==> src/rtl/clk_sw_pkg.sv <==
// Shared definitions for the clock-switch controller: FSM encoding, default
// parameters and the timeout counter width helper.
package clk_sw_pkg;

  typedef enum logic [1:0] {
    ST_IDLE  = 2'd0,
    ST_BREAK = 2'd1,
    ST_MAKE  = 2'd2
  } state_e;

  localparam int DEF_NUM_SRC     = 2;
  localparam int DEF_SEL_W       = 1;
  localparam int DEF_RESET_SRC   = 0;
  localparam int DEF_SYNC_STAGES = 2;
  localparam int DEF_TIMEOUT_CYC = 64;

  // The counter only has to reach cycles-1 before the phase is abandoned.
  function automatic int cnt_width(input int cycles);
    return (cycles <= 2) ? 1 : $clog2(cycles);
  endfunction

endpackage

==> src/rtl/sync_nff.sv <==
// Multi-flop synchroniser for a vector of quasi-static asynchronous flags.
module sync_nff #(
  parameter int STAGES = 2,
  parameter int WIDTH  = 1
) (
  input  logic             clk,
  input  logic             rst,
  input  logic [WIDTH-1:0] d,
  output logic [WIDTH-1:0] q
);

  logic [STAGES-1:0][WIDTH-1:0] chain;

  // NOTE: sequential state is always assigned with <= so every flop samples
  // the pre-edge value of its neighbour, which is what forms the shift chain.
  always_ff @(posedge clk or negedge rst) begin
    if (!rst) chain <= '0;
    else      chain <= {chain[STAGES-2:0], d};
  end

  assign q = chain[STAGES-1];

endmodule

==> src/rtl/clk_switch_ctrl.sv <==
// Initiator of the glitch-free clock-select handshake (break-before-make with
// timeout supervision). Define CLK_SW_AUTO_RETRY_EN to retry one timeout.
module clk_switch_ctrl
  import clk_sw_pkg::*;
#(
  parameter int NUM_SRC     = DEF_NUM_SRC,
  parameter int SEL_W       = DEF_SEL_W,
  parameter int RESET_SRC   = DEF_RESET_SRC,
  parameter int SYNC_STAGES = DEF_SYNC_STAGES,
  parameter int TIMEOUT_CYC = DEF_TIMEOUT_CYC
) (
  input  logic               clk,
  input  logic               rst,
  input  logic               req_valid,
  input  logic [SEL_W-1:0]   req_src,
  output logic               req_ready,
  output logic [NUM_SRC-1:0] sel_oh,
  input  logic [NUM_SRC-1:0] mux_status,
  output logic [SEL_W-1:0]   cur_src,
  output logic               busy,
  output logic               done,
  output logic               err_timeout,
  output logic               err_bad_src
);

  localparam int             CNT_W    = cnt_width(TIMEOUT_CYC);
  localparam logic [CNT_W-1:0] CNT_LAST = CNT_W'(TIMEOUT_CYC - 1);

  function automatic logic [NUM_SRC-1:0] onehot(input logic [SEL_W-1:0] idx);
    logic [NUM_SRC-1:0] v;
    for (int i = 0; i < NUM_SRC; i++) v[i] = (int'(idx) == i);
    return v;
  endfunction

  state_e             state_q, state_d;
  logic [NUM_SRC-1:0] st;
  logic [NUM_SRC-1:0] sel_q, sel_d;
  logic [SEL_W-1:0]   cur_q, cur_d, tgt_q, tgt_d;
  logic [CNT_W-1:0]   cnt_q, cnt_d;
  logic               done_q, done_d, tmo_q, tmo_d, bad_q, bad_d;
  logic               bad, same, go, exit_ok, expired, timeout, retry_now;

  sync_nff #(.STAGES(SYNC_STAGES), .WIDTH(NUM_SRC)) u_sync (
    .clk (clk),
    .rst (rst),
    .d   (mux_status),
    .q   (st)
  );

`ifdef CLK_SW_AUTO_RETRY_EN
  logic retry_q;
  assign retry_now = !retry_q;

  always_ff @(posedge clk or negedge rst) begin
    if (!rst)                   retry_q <= 1'b0;
    else if (state_q == ST_IDLE) retry_q <= 1'b0;
    else if (timeout)           retry_q <= 1'b1;
  end
`else
  assign retry_now = 1'b0;
`endif

  always_ff @(posedge clk or negedge rst) begin
    if (!rst) begin
      state_q <= ST_IDLE;
      sel_q   <= onehot(SEL_W'(RESET_SRC));
      cur_q   <= SEL_W'(RESET_SRC);
      tgt_q   <= SEL_W'(RESET_SRC);
      cnt_q   <= '0;
      done_q  <= 1'b0;
      tmo_q   <= 1'b0;
      bad_q   <= 1'b0;
    end else begin
      state_q <= state_d;
      sel_q   <= sel_d;
      cur_q   <= cur_d;
      tgt_q   <= tgt_d;
      cnt_q   <= cnt_d;
      done_q  <= done_d;
      tmo_q   <= tmo_d;
      bad_q   <= bad_d;
    end
  end

  // NOTE: every signal written in always_comb gets a default first, so no
  // path through the case leaves it unassigned and no latch is inferred.
  always_comb begin
    state_d = state_q;
    bad     = 1'b0;
    same    = 1'b0;
    go      = 1'b0;
    exit_ok = 1'b0;
    expired = (cnt_q == CNT_LAST);
    unique case (state_q)
      ST_IDLE: begin
        if (req_valid) begin
          if (int'(req_src) >= NUM_SRC) bad  = 1'b1;
          else if (req_src == cur_q)    same = 1'b1;
          else begin
            go      = 1'b1;
            state_d = ST_BREAK;
          end
        end
      end
      ST_BREAK: begin
        exit_ok = (st == '0);
        if (exit_ok)      state_d = ST_MAKE;
        else if (expired) state_d = retry_now ? ST_BREAK : ST_IDLE;
      end
      ST_MAKE: begin
        exit_ok = (st == onehot(tgt_q));
        if (exit_ok)      state_d = ST_IDLE;
        else if (expired) state_d = retry_now ? ST_BREAK : ST_IDLE;
      end
      default: state_d = ST_IDLE;
    endcase
    timeout = (state_q != ST_IDLE) && !exit_ok && expired;
  end

  always_comb begin
    sel_d  = sel_q;
    cur_d  = cur_q;
    tgt_d  = tgt_q;
    cnt_d  = (state_q == ST_IDLE) ? '0 : cnt_q + 1'b1;
    done_d = same;
    bad_d  = bad;
    tmo_d  = 1'b0;
    if (go) begin
      tgt_d = req_src;
      sel_d = '0;
    end
    if (state_q == ST_BREAK && exit_ok) begin
      sel_d = onehot(tgt_q);
      cnt_d = '0;
    end
    if (state_q == ST_MAKE && exit_ok) begin
      cur_d  = tgt_q;
      done_d = 1'b1;
    end
    // A failed phase falls back to the last good source unless a retry is due.
    if (timeout) begin
      cnt_d = '0;
      if (retry_now) sel_d = '0;
      else begin
        tmo_d = 1'b1;
        sel_d = onehot(cur_q);
      end
    end
  end

  always_comb begin
    req_ready   = (state_q == ST_IDLE);
    busy        = (state_q != ST_IDLE);
    sel_oh      = sel_q;
    cur_src     = cur_q;
    done        = done_q;
    err_timeout = tmo_q;
    err_bad_src = bad_q;
  end

endmodule

==> config.mk <==
export PLATFORM = sky130hd
export DESIGN_NAME = clk_switch_ctrl
export DESIGN_NICKNAME = d
export VERILOG_FILES = /design/src/rtl/clk_sw_pkg.sv /design/src/rtl/sync_nff.sv /design/src/rtl/clk_switch_ctrl.sv
export SDC_FILE = /design/constraint.sdc
export NUM_CORES = 1
export LEC_CHECK = 0
export CAP_MARGIN = 5
export CORE_UTILIZATION = 45
export DETAILED_ROUTE_END_ITERATION = 8
export PLACE_DENSITY = 0.77
export SLEW_MARGIN = 30
export SYNTH_ARGS = -nofsm -noshare
export SYNTH_HDL_FRONTEND = slang
export SYNTH_SLANG_ARGS = --single-unit
==> constraint.sdc <==
create_clock -name clk -period 1.9 [get_ports clk]
set_clock_uncertainty 0.05 [all_clocks]
set_input_delay 0.38 -clock clk [delete_from_list [all_inputs] [get_ports clk]]
set_output_delay 0.38 -clock clk [all_outputs]
set_load 0.05 [all_outputs]
==> impl_metrics.json, run 1 <==
{
  "hold_slack_ps": 297.7,
  "routed_wirelength_mm": 1.983,
  "synth_ff_type": "dfrtp_1",
  "io_pins": 14,
  "crit_buf_inv": 1,
  "hold_violations": 0,
  "synth_area_per_cell_sq_um": 10.16,
  "critical_path.top_delay_family": "buffers and inverters",
  "setup_violations": 0,
  "use_met3_pct": 6.038,
  "grt_usage_pct": 20.93,
  "power_leakage_nw": 0.5289,
  "wire_per_inst_um": 14.16,
  "holdPathStages": 0,
  "ys_seq_area_share_pct": 47.31,
  "cts-root-buf": "clkbuf_4",
  "path_max_fanout": 1,
  "slowest_delay_ps": 790,
  "synth_top_cell_by_area": "dfrtp_1",
  "syn-cell-area_sq_um": 954.7,
  "layout.nets": 125,
  "die_h_um": 48.06,
  "path_cells": "clkdlybuf4s50_1",
  "ys.warnings.count": 0,
  "dr.pass1.iters": 4,
  "period_minus_slack_ps": 1860,
  "max_clock_freq_mhz": 537.7,
  "clock_latency_ps": 300,
  "coreArea_sq_um": 1982,
  "use_met2_pct": 35.14,
  "crit_type": "register to primary output",
  "slew_violations": 0,
  "start_util_pct": 48.17,
  "grt_pass1_vias": 755,
  "chipWidth_um": 48.06,
  "busiest_layer": "met2",
  "cts.reportedPaths.clkPinSlew_ps": 100,
  "yosysMostFrequentCell": "dfrtp_1",
  "grt_max_degree": 11,
  "ctsLongestPathBuffers": 2,
  "synth_cells": 94,
  "dr.first_iter.drc_count": 12,
  "grt_pass1_wl_mm": 3.146,
  "drv_cap": 0,
  "design_area_sq_um": 1235,
  "overflow": 0,
  "dpl.cell_count": 134,
  "row_count": 16,
  "ys_top_cells_by_count": "dfrtp_1 (17), nor3_1 (9), nand2_1 (7), nor2_1 (6), ha_1 (5)",
  "viasPerCell": 5.379,
  "use_met1_pct": 24.76,
  "detail-route-antenna-nets": 0,
  "drc_errors": 0,
  "ys_seq_elements": 18,
  "layout-drive-gt1-share_pct": 29.20,
  "post-route-period-util_pct": 97.89,
  "fin_cells": 140,
  "synth_top_area_share_pct": 44.56,
  "hold_class": "register to register",
  "n_antenna_cell": 0,
  "synth_enable_flop_cells": 0,
  "vdd_drop_max_mv": 0.8836,
  "cts_buffers": 3,
  "cts.sinks": 18,
  "async_reset_ff_share_pct": 100.0,
  "synthDistinctLibCells": 38,
  "status": "completed",
  "worst-path-stages": 1,
  "place_area_sq_um": 1151,
  "crit_path_start_kind": "register",
  "gp_congestion": 0.8883,
  "cts_tree": "done",
  "vias": 753,
  "p_per_area_nw_per_um2": 1470,
  "port_buffers": 12,
  "dieArea_sq_um": 2310,
  "syn_nets": 105,
  "synth.area.top_cells": "dfrtp_1 (45%), ha_1 (6.6%), nor3_1 (4.7%)",
  "synthToLayoutAreaGrowth_pct": 29.36,
  "crit_arrival_ps": 1430,
  "ctsHtreeMaxLevel": 1,
  "cp-end-kind": "primary output",
  "cpMaxStageDelayCell": "clkdlybuf4s50_1",
  "ctsHoldBuffers": 0,
  "required_ps": 1470,
  "antenna_found_initial": 0,
  "r2r_cells": 5,
  "post-dp-hpwl_mm": 1.464
}
==> registers in the layout, indices dropped and copies added (netlist names) <==
signal and cells:
done 1, cur_src 1, state_q 2, sel_oh 2, err_timeout 1, u_sync.chain 2, tgt_q 1, u_sync.q 2
cnt_q 6
==> cells by family (layout without fill, tap and decap cells) <==
| logic type | Yosys count | in the layout | share of synthesized area (%) |
|---|---|---|---|
| compound gates | 12 | 12 | 9.438 |
| xor+xnor | 5 | 5 | 4.587 |
| fa+ha+maj | 5 | 5 | 6.553 |
| buf+inv | 8 | 27 | 3.800 |
| flops | 18 | 18 | 47.31 |
| mux | 2 | 2 | 2.359 |
| other cells | 1 | 1 | 0.3928 |
| simple gates | 43 | 43 | 25.56 |
==> power by group <==
part / leakage (nW) / switching [mW] / internal (mW)
clock network: 0.0210 / 0.119 / 0.117
logic: 0.279 / 0.551 / 0.443
registers: 0.229 / 0.101 / 0.484
==> placed cells by master, fill, tap and decap left out, types with 2 or more instances in the layout <==
| master | count |
|---|---|
| clkbuf_4 | 3 |
| nand3b_1 | 2 |
| buf_4 | 11 |
| nand2_1 | 7 |
| nor3_1 | 8 |
| buf_12 | 2 |
| ha_1 | 2 |
| nand3_1 | 2 |
| mux2_2 | 2 |
| nor4_1 | 2 |
| a211o_1 | 2 |
| nor2_1 | 6 |
| clkdlybuf4s50_1 | 6 |
| xor2_1 | 4 |
| dfrtp_1 | 17 |
| ha_2 | 2 |
| nand2b_1 | 3 |
| nor3_2 | 2 |
| inv_2 | 2 |
==> what timing repair did <==
item | in CTS | in global routing
setup endpoints to repair | 4 | 9
gates resized for setup | 1 | 8
setup buffers | 0 | 2
==> area by class of cell <==
| class | count | area, sq um |
|---|---|---|
| clock buffers | 4 | 36.28 |
| fillers | 159 | 747.0 |
| flip-flops and latches | 18 | 451.7 |
| inverters | 4 | 18.77 |
| multi-input cells | 68 | 511.7 |
| repair buffers | 19 | 182.7 |
| well taps | 27 | 33.78 |
==> path summary, 6_finish.rpt <==
kind	from	to	slack (ps)
worst max-delay path	err_timeout$_DFF_PN0_	err_timeout	40
worst min-delay path	u_sync.chain[0]$_DFF_PN0_	u_sync.q[0]$_DFF_PN0_	300
worst max register to register	cnt_q[0]$_DFF_PN0_	sel_oh[1]$_DFFE_PN0P_	60
worst min register to register	u_sync.chain[0]$_DFF_PN0_	u_sync.q[0]$_DFF_PN0_	300
max in group asynchronous	rst	state_q[0]$_DFFE_PN0P_	1000
min in group asynchronous	rst	u_sync.q[1]$_DFF_PN0_	310
==> stage by stage <==
step                setup TNS, ps  util (%)  power, mW  setup WS [ps]
floorplan                       0         -      1.211          1.291
global placement                0     58.08      1.496          3.060
detailed placement         -35.49     58.08      1.520         -23.19
CTS                             0     60.23      1.759          4.342
global route               -4.431     62.31      1.930         -4.431
finish                          0     62.31      1.815          40.18
==> layer usage <==
layer / vias to the layer above / wire [um]
met5: - / 0
met4: 0 / 51
met3: 5 / 86
met2: 19 / 1020
met1: 359 / 824
li1: 370 / -
(Power assumes the default switching activity.)
==> inputs of run 2 (changes only) <==
--- a/constraint.sdc
+++ b/constraint.sdc
@@ -3,3 +3,3 @@
 set_input_delay 0.38 -clock clk [delete_from_list [all_inputs] [get_ports clk]]
 set_output_delay 0.38 -clock clk [all_outputs]
-set_load 0.05 [all_outputs]
+set_load 0.1 [all_outputs]
==> run 2 against run 1 <==
Against the previous run: clock-buffer cell count stayed put; non-clock buffer count is 1 higher; register-to-register slack worse by 20 ps; routed wire length is 8.4% higher; highest routed layer unchanged.
==> impl_metrics.json, run 2 (synthesis results as in run 1) <==
{
  "status": "completed",
  "setup_violations": 0,
  "wire_per_inst_um": 15.24,
  "slowest_delay_ps": 560,
  "cts.reportedPaths.clkPinSlew_ps": 100,
  "layout.nets": 126,
  "crit_path_start_kind": "register",
  "internal-power_mw": 1.103,
  "cts-root-buf": "clkbuf_4",
  "layout_common_cells": "dfrtp_1 (16), nor3_1 (8), buf_4 (8)",
  "p_per_area_nw_per_um2": 1632,
  "vias": 751,
  "viasPerCell": 5.326,
  "grt_pass1_wl_mm": 3.256,
  "antenna_found_initial": 0,
  "hold_slack_ps": 301.8,
  "vdd_drop_max_mv": 0.8565,
  "hold_violations": 0,
  "fin_cells": 141,
  "cts_buffers": 3,
  "crit_arrival_ps": 2010,
  "ctsHoldBuffers": 0,
  "die_h_um": 48.06,
  "critical_path.top_delay_family": "simple AND/OR/NAND/NOR gates",
  "coreArea_sq_um": 1982,
  "hold_class": "input port to asynchronous set/reset pin",
  "detail-route-antenna-nets": 0,
  "ctsHtreeMaxLevel": 1,
  "drc_errors": 0,
  "path_cells": "inv_2, ha_4, nand2_2, a211oi_4, or4b_1, o211ai_1",
  "cp-end-kind": "register",
  "overflow": 0,
  "clock_latency_ps": 300,
  "cts_tree": "done",
  "dieArea_sq_um": 2310,
  "period_minus_slack_ps": 1858,
  "n_antenna_cell": 0,
  "largest_reg_flops": 6,
  "p_comb_share_pct": 62.1,
  "p_sw_mw": 1.023,
  "required_ps": 2050,
  "start_util_pct": 48.17,
  "largest_register": "cnt_q",
  "routed_wirelength_mm": 2.149,
  "slew_violations": 0,
  "row_count": 16,
  "io_pins": 14,
  "chipWidth_um": 48.06,
  "grt_pass1_vias": 719,
  "post-dp-hpwl_mm": 1.478,
  "cpMaxStageDelayCell": "or4b_1",
  "grt_usage_pct": 22.30,
  "gp_congestion": 0.8173,
  "ctsLongestPathBuffers": 2,
  "layout_commonest_cell": "dfrtp_1",
  "crit_buf_inv": 1,
  "port_buffers": 12,
  "max_clock_freq_mhz": 538.2,
  "dr.first_iter.drc_count": 16,
  "power_frac_seq_pct": 28.8,
  "dpl.cell_count": 133,
  "worstSetupStartpoint": "state_q[1]$_DFFE_PN0P_",
  "post-route-period-util_pct": 97.79,
  "cts.sinks": 18,
  "dr.pass1.iters": 4,
  "power_leakage_nw": 0.5521,
  "grt_max_degree": 11,
  "synthToLayoutAreaGrowth_pct": 36.44,
  "pwr-share-clk_pct": 9.1,
  "drv_cap": 0,
  "r2r_start": "state_q[1]$_DFFE_PN0P_",
  "layout-drive-gt1-share_pct": 32.46,
  "swShare_pct": 48.10,
  "path_max_fanout": 5,
  "crit_type": "register to register"
}
[run 2: worst paths after layout]
| path | end | slack (ps) | cells past startpoint |
|---|---|---|---|
| hold / removal | tgt_q$_DFFE_PN0P_ | 300 | 1 |
| setup / recovery | sel_oh[0]$_DFFE_PN1P_ | 40 | 6 |
| max in group asynchronous | cnt_q[5]$_DFF_PN0_ | 1030 | 2 |
| hold reg to reg | u_sync.q[0]$_DFF_PN0_ | 310 | 0 |
| min in group clk | u_sync.q[0]$_DFF_PN0_ | 310 | 0 |
| setup reg to reg | sel_oh[0]$_DFFE_PN1P_ | 40 | 6 |
[run 2: power groups by stage]
stage / clock network [mW] / registers [mW] / logic [mW]
final: 0.194 / 0.612 / 1.32
after CTS: 0.200 / 0.606 / 1.24
after detailed placement: 0 / 0.616 / 1.20
after floorplan: 0 / 0.779 / 0.662
after global routing: 0.216 / 0.624 / 1.39
after global placement: 0 / 0.615 / 1.19
[run 2: routing by layer]
metal / part of all wire, % / GRT usage [%] / vias to the layer above
met5: 0 / 0 / -
met4: 4.7 / 17.22 / 0
met3: 2.7 / 2.264 / 8
met2: 49 / 36.76 / 22
met1: 43 / 26.57 / 354
li1: - / - / 367
[run 2: repair_timing]
item                                    in CTS  in global routing
gates resized for setup                      2                  6
pin swaps                                    1                  1
endpoints found under the setup margin       5                  9
buffers inserted                             2                  2
[run 2: metrics by stage]
stage | setup TNS (ps) | power [mW] | setup WS, ps | utilization (%) | instance area, sq um
6_report | 0 | 2.126 | 41.90 | 65.72 | 1303
5_1_grt | -4.884 | 2.233 | -4.884 | 65.72 | 1303
4_1_cts | 0 | 2.050 | 24.56 | 63.51 | 1259
3_5_place_dp | -89.65 | 1.820 | -35.28 | 60.98 | 1209
3_3_place_gp | 0 | 1.801 | 41.90 | 60.98 | 1209
2_1_floorplan | -529.3 | 1.441 | -270.7 | - | 975.9
[run 2: final cells by class]
cell class / instances / area, sq um
timing repair buffer: 20 / 250.2
clock buffer: 4 / 26.28
inverter: 4 / 18.77
tap: 27 / 33.78
multi-input combinational: 68 / 520.5
sequential: 18 / 452.9
fill: 148 / 679.4
==> inputs of run 3 (changes only) <==
- GPL_TIMING_DRIVEN: default -> 0
==> run 3 against run 2 <==
Against the previous run: largest cell class unchanged; combinational power fell by 15%; clock-buffer cell count did not move; highest routed layer unchanged; clock power rose by 19%; critical path depth fell by 1; global-route usage fell by 2.9 points; critical path type unchanged; sequential power fell by 6.4%.
==> impl_metrics.json, run 3 (synthesis results as in run 1) <==
{
  "n_antenna_cell": 0,
  "viasPerCell": 5.453,
  "cts.sinks": 18,
  "io_pins": 14,
  "grt_pass1_vias": 695,
  "start_util_pct": 48.17,
  "fin_cells": 139,
  "setup_tns_ps": 0,
  "hold_slack_ps": 306.1,
  "power.total_mw": 1.924,
  "ctsHoldBuffers": 0,
  "synthToLayoutAreaGrowth_pct": 27.00,
  "antenna_found_initial": 0,
  "drv_cap": 0,
  "design_area_sq_um": 1212,
  "die_h_um": 48.06,
  "tightest_slew_ps": 808.9,
  "ctsLongestPathBuffers": 2,
  "cts.reportedPaths.clkPinSlew_ps": 90,
  "clock_latency_ps": 290,
  "routed_wirelength_mm": 1.903,
  "cts_tree": "done",
  "post-route-period-util_pct": 96.94,
  "rsz0062_at_grt": "false",
  "slowest_delay_ps": 450,
  "slew_violations": 0,
  "post-route-util_pct": 61.17,
  "hold_violations": 0,
  "cts-root-buf": "clkbuf_4",
  "gp_congestion": 0.7535,
  "setup_violations": 0,
  "largest_register": "cnt_q",
  "num-fill-cells": 160,
  "setup_ws_ps": 58.14,
  "cp-end-kind": "register",
  "largest_reg_flops": 6,
  "status": "completed",
  "grt_pass1_wl_mm": 2.967,
  "period_minus_slack_ps": 1842,
  "p_per_area_nw_per_um2": 1587,
  "power_leakage_nw": 0.5110,
  "coreArea_sq_um": 1982,
  "port_buffers": 12,
  "ctsHtreeMaxLevel": 1,
  "dr.pass1.iters": 4,
  "vdd_drop_max_mv": 1.167,
  "dpl.cell_count": 133,
  "cpMaxStageDelayCell": "or4_1",
  "vias": 758,
  "path_max_fanout": 4,
  "crit_arrival_ps": 1980,
  "layout.nets": 124,
  "dr.first_iter.drc_count": 22,
  "crit_type": "register to register",
  "overflow": 0,
  "crit_path_start_kind": "register",
  "max_clock_freq_mhz": 542.9,
  "grt_max_degree": 19,
  "grt_usage_pct": 19.45,
  "place_area_sq_um": 1130,
  "dieArea_sq_um": 2310,
  "layout_common_cells": "dfrtp_1 (15), nor3_1 (8), nand2_1 (7)",
  "post-dp-hpwl_mm": 1.338,
  "layout-drive-gt1-share_pct": 31.25,
  "layout_commonest_cell": "dfrtp_1",
  "required_ps": 2040,
  "slew_headroom_pct": 45.90,
  "dpl_worst_slack_ps": -411.7,
  "row_count": 16,
  "chipWidth_um": 48.06,
  "cts_buffers": 3,
  "wire_per_inst_um": 13.69,
  "hold_class": "register to register",
  "detail-route-antenna-nets": 0,
  "path_cells": "ha_4, nand3_2, or3_4, or4_1, o31a_1",
  "drc_errors": 0
}
## run 3: worst paths after layout
kind / end / slack, ps / cells past startpoint / from
max: sel_oh[1]$_DFFE_PN0P_ / 60 / 5 / cnt_q[1]$_DFF_PN0_
min: u_sync.q[0]$_DFF_PN0_ / 310 / 0 / u_sync.chain[0]$_DFF_PN0_
max reg2reg: sel_oh[1]$_DFFE_PN0P_ / 60 / 5 / cnt_q[1]$_DFF_PN0_
min reg2reg: u_sync.q[0]$_DFF_PN0_ / 310 / 0 / u_sync.chain[0]$_DFF_PN0_
max in group asynchronous: cur_src$_DFFE_PN0P_ / 750 / 1 / rst
min in group asynchronous: u_sync.q[1]$_DFF_PN0_ / 500 / 1 / rst
## run 3: final cells by class
class / count / area, sq um / share of cell area [%]
Multi-Input combinational cell: 68 / 514.2 / 42.41
Sequential cell: 18 / 454.2 / 37.46
Timing Repair Buffer: 15 / 137.6 / 11.35
Clock buffer: 4 / 36.28 / 2.993
Tap cell: 27 / 33.78 / 2.786
Inverter: 4 / 18.77 / 1.548
Buffer: 3 / 17.52 / 1.445
## run 3: critical path, delay by kind of cell, from the launching register on
kind	cells	cell delay, ps
AO/OA/AOI/OAI	1	130
adder cells (fa/ha/maj)	1	160
flip-flops	1	420
AND/OR/NAND/NOR	3	980
## run 3: where the power goes
part / leakage, nW / internal (mW) / switching (mW)
Sequential: 0.226 / 0.487 / 0.0855
Combinational: 0.264 / 0.361 / 0.759
Clock: 0.0210 / 0.117 / 0.114
Total: 0.511 / 0.966 / 0.959
## run 3: per-layer routing
layer  up-vias  part of all wire, %  track usage, %
met2        19                   48           32.70
li1        372                    -               -
met5         -                    0               0
met4         0                  1.0           6.667
met1       365                   47           23.81
met3         2                  3.8           5.660
## run 3: what timing repair did
action	4_1_cts	5_1_grt
endpoints found under the hold margin	0	0
gates resized for setup	28	6
setup endpoints to repair	13	9
setup buffers	1	2
pin swaps	1	1
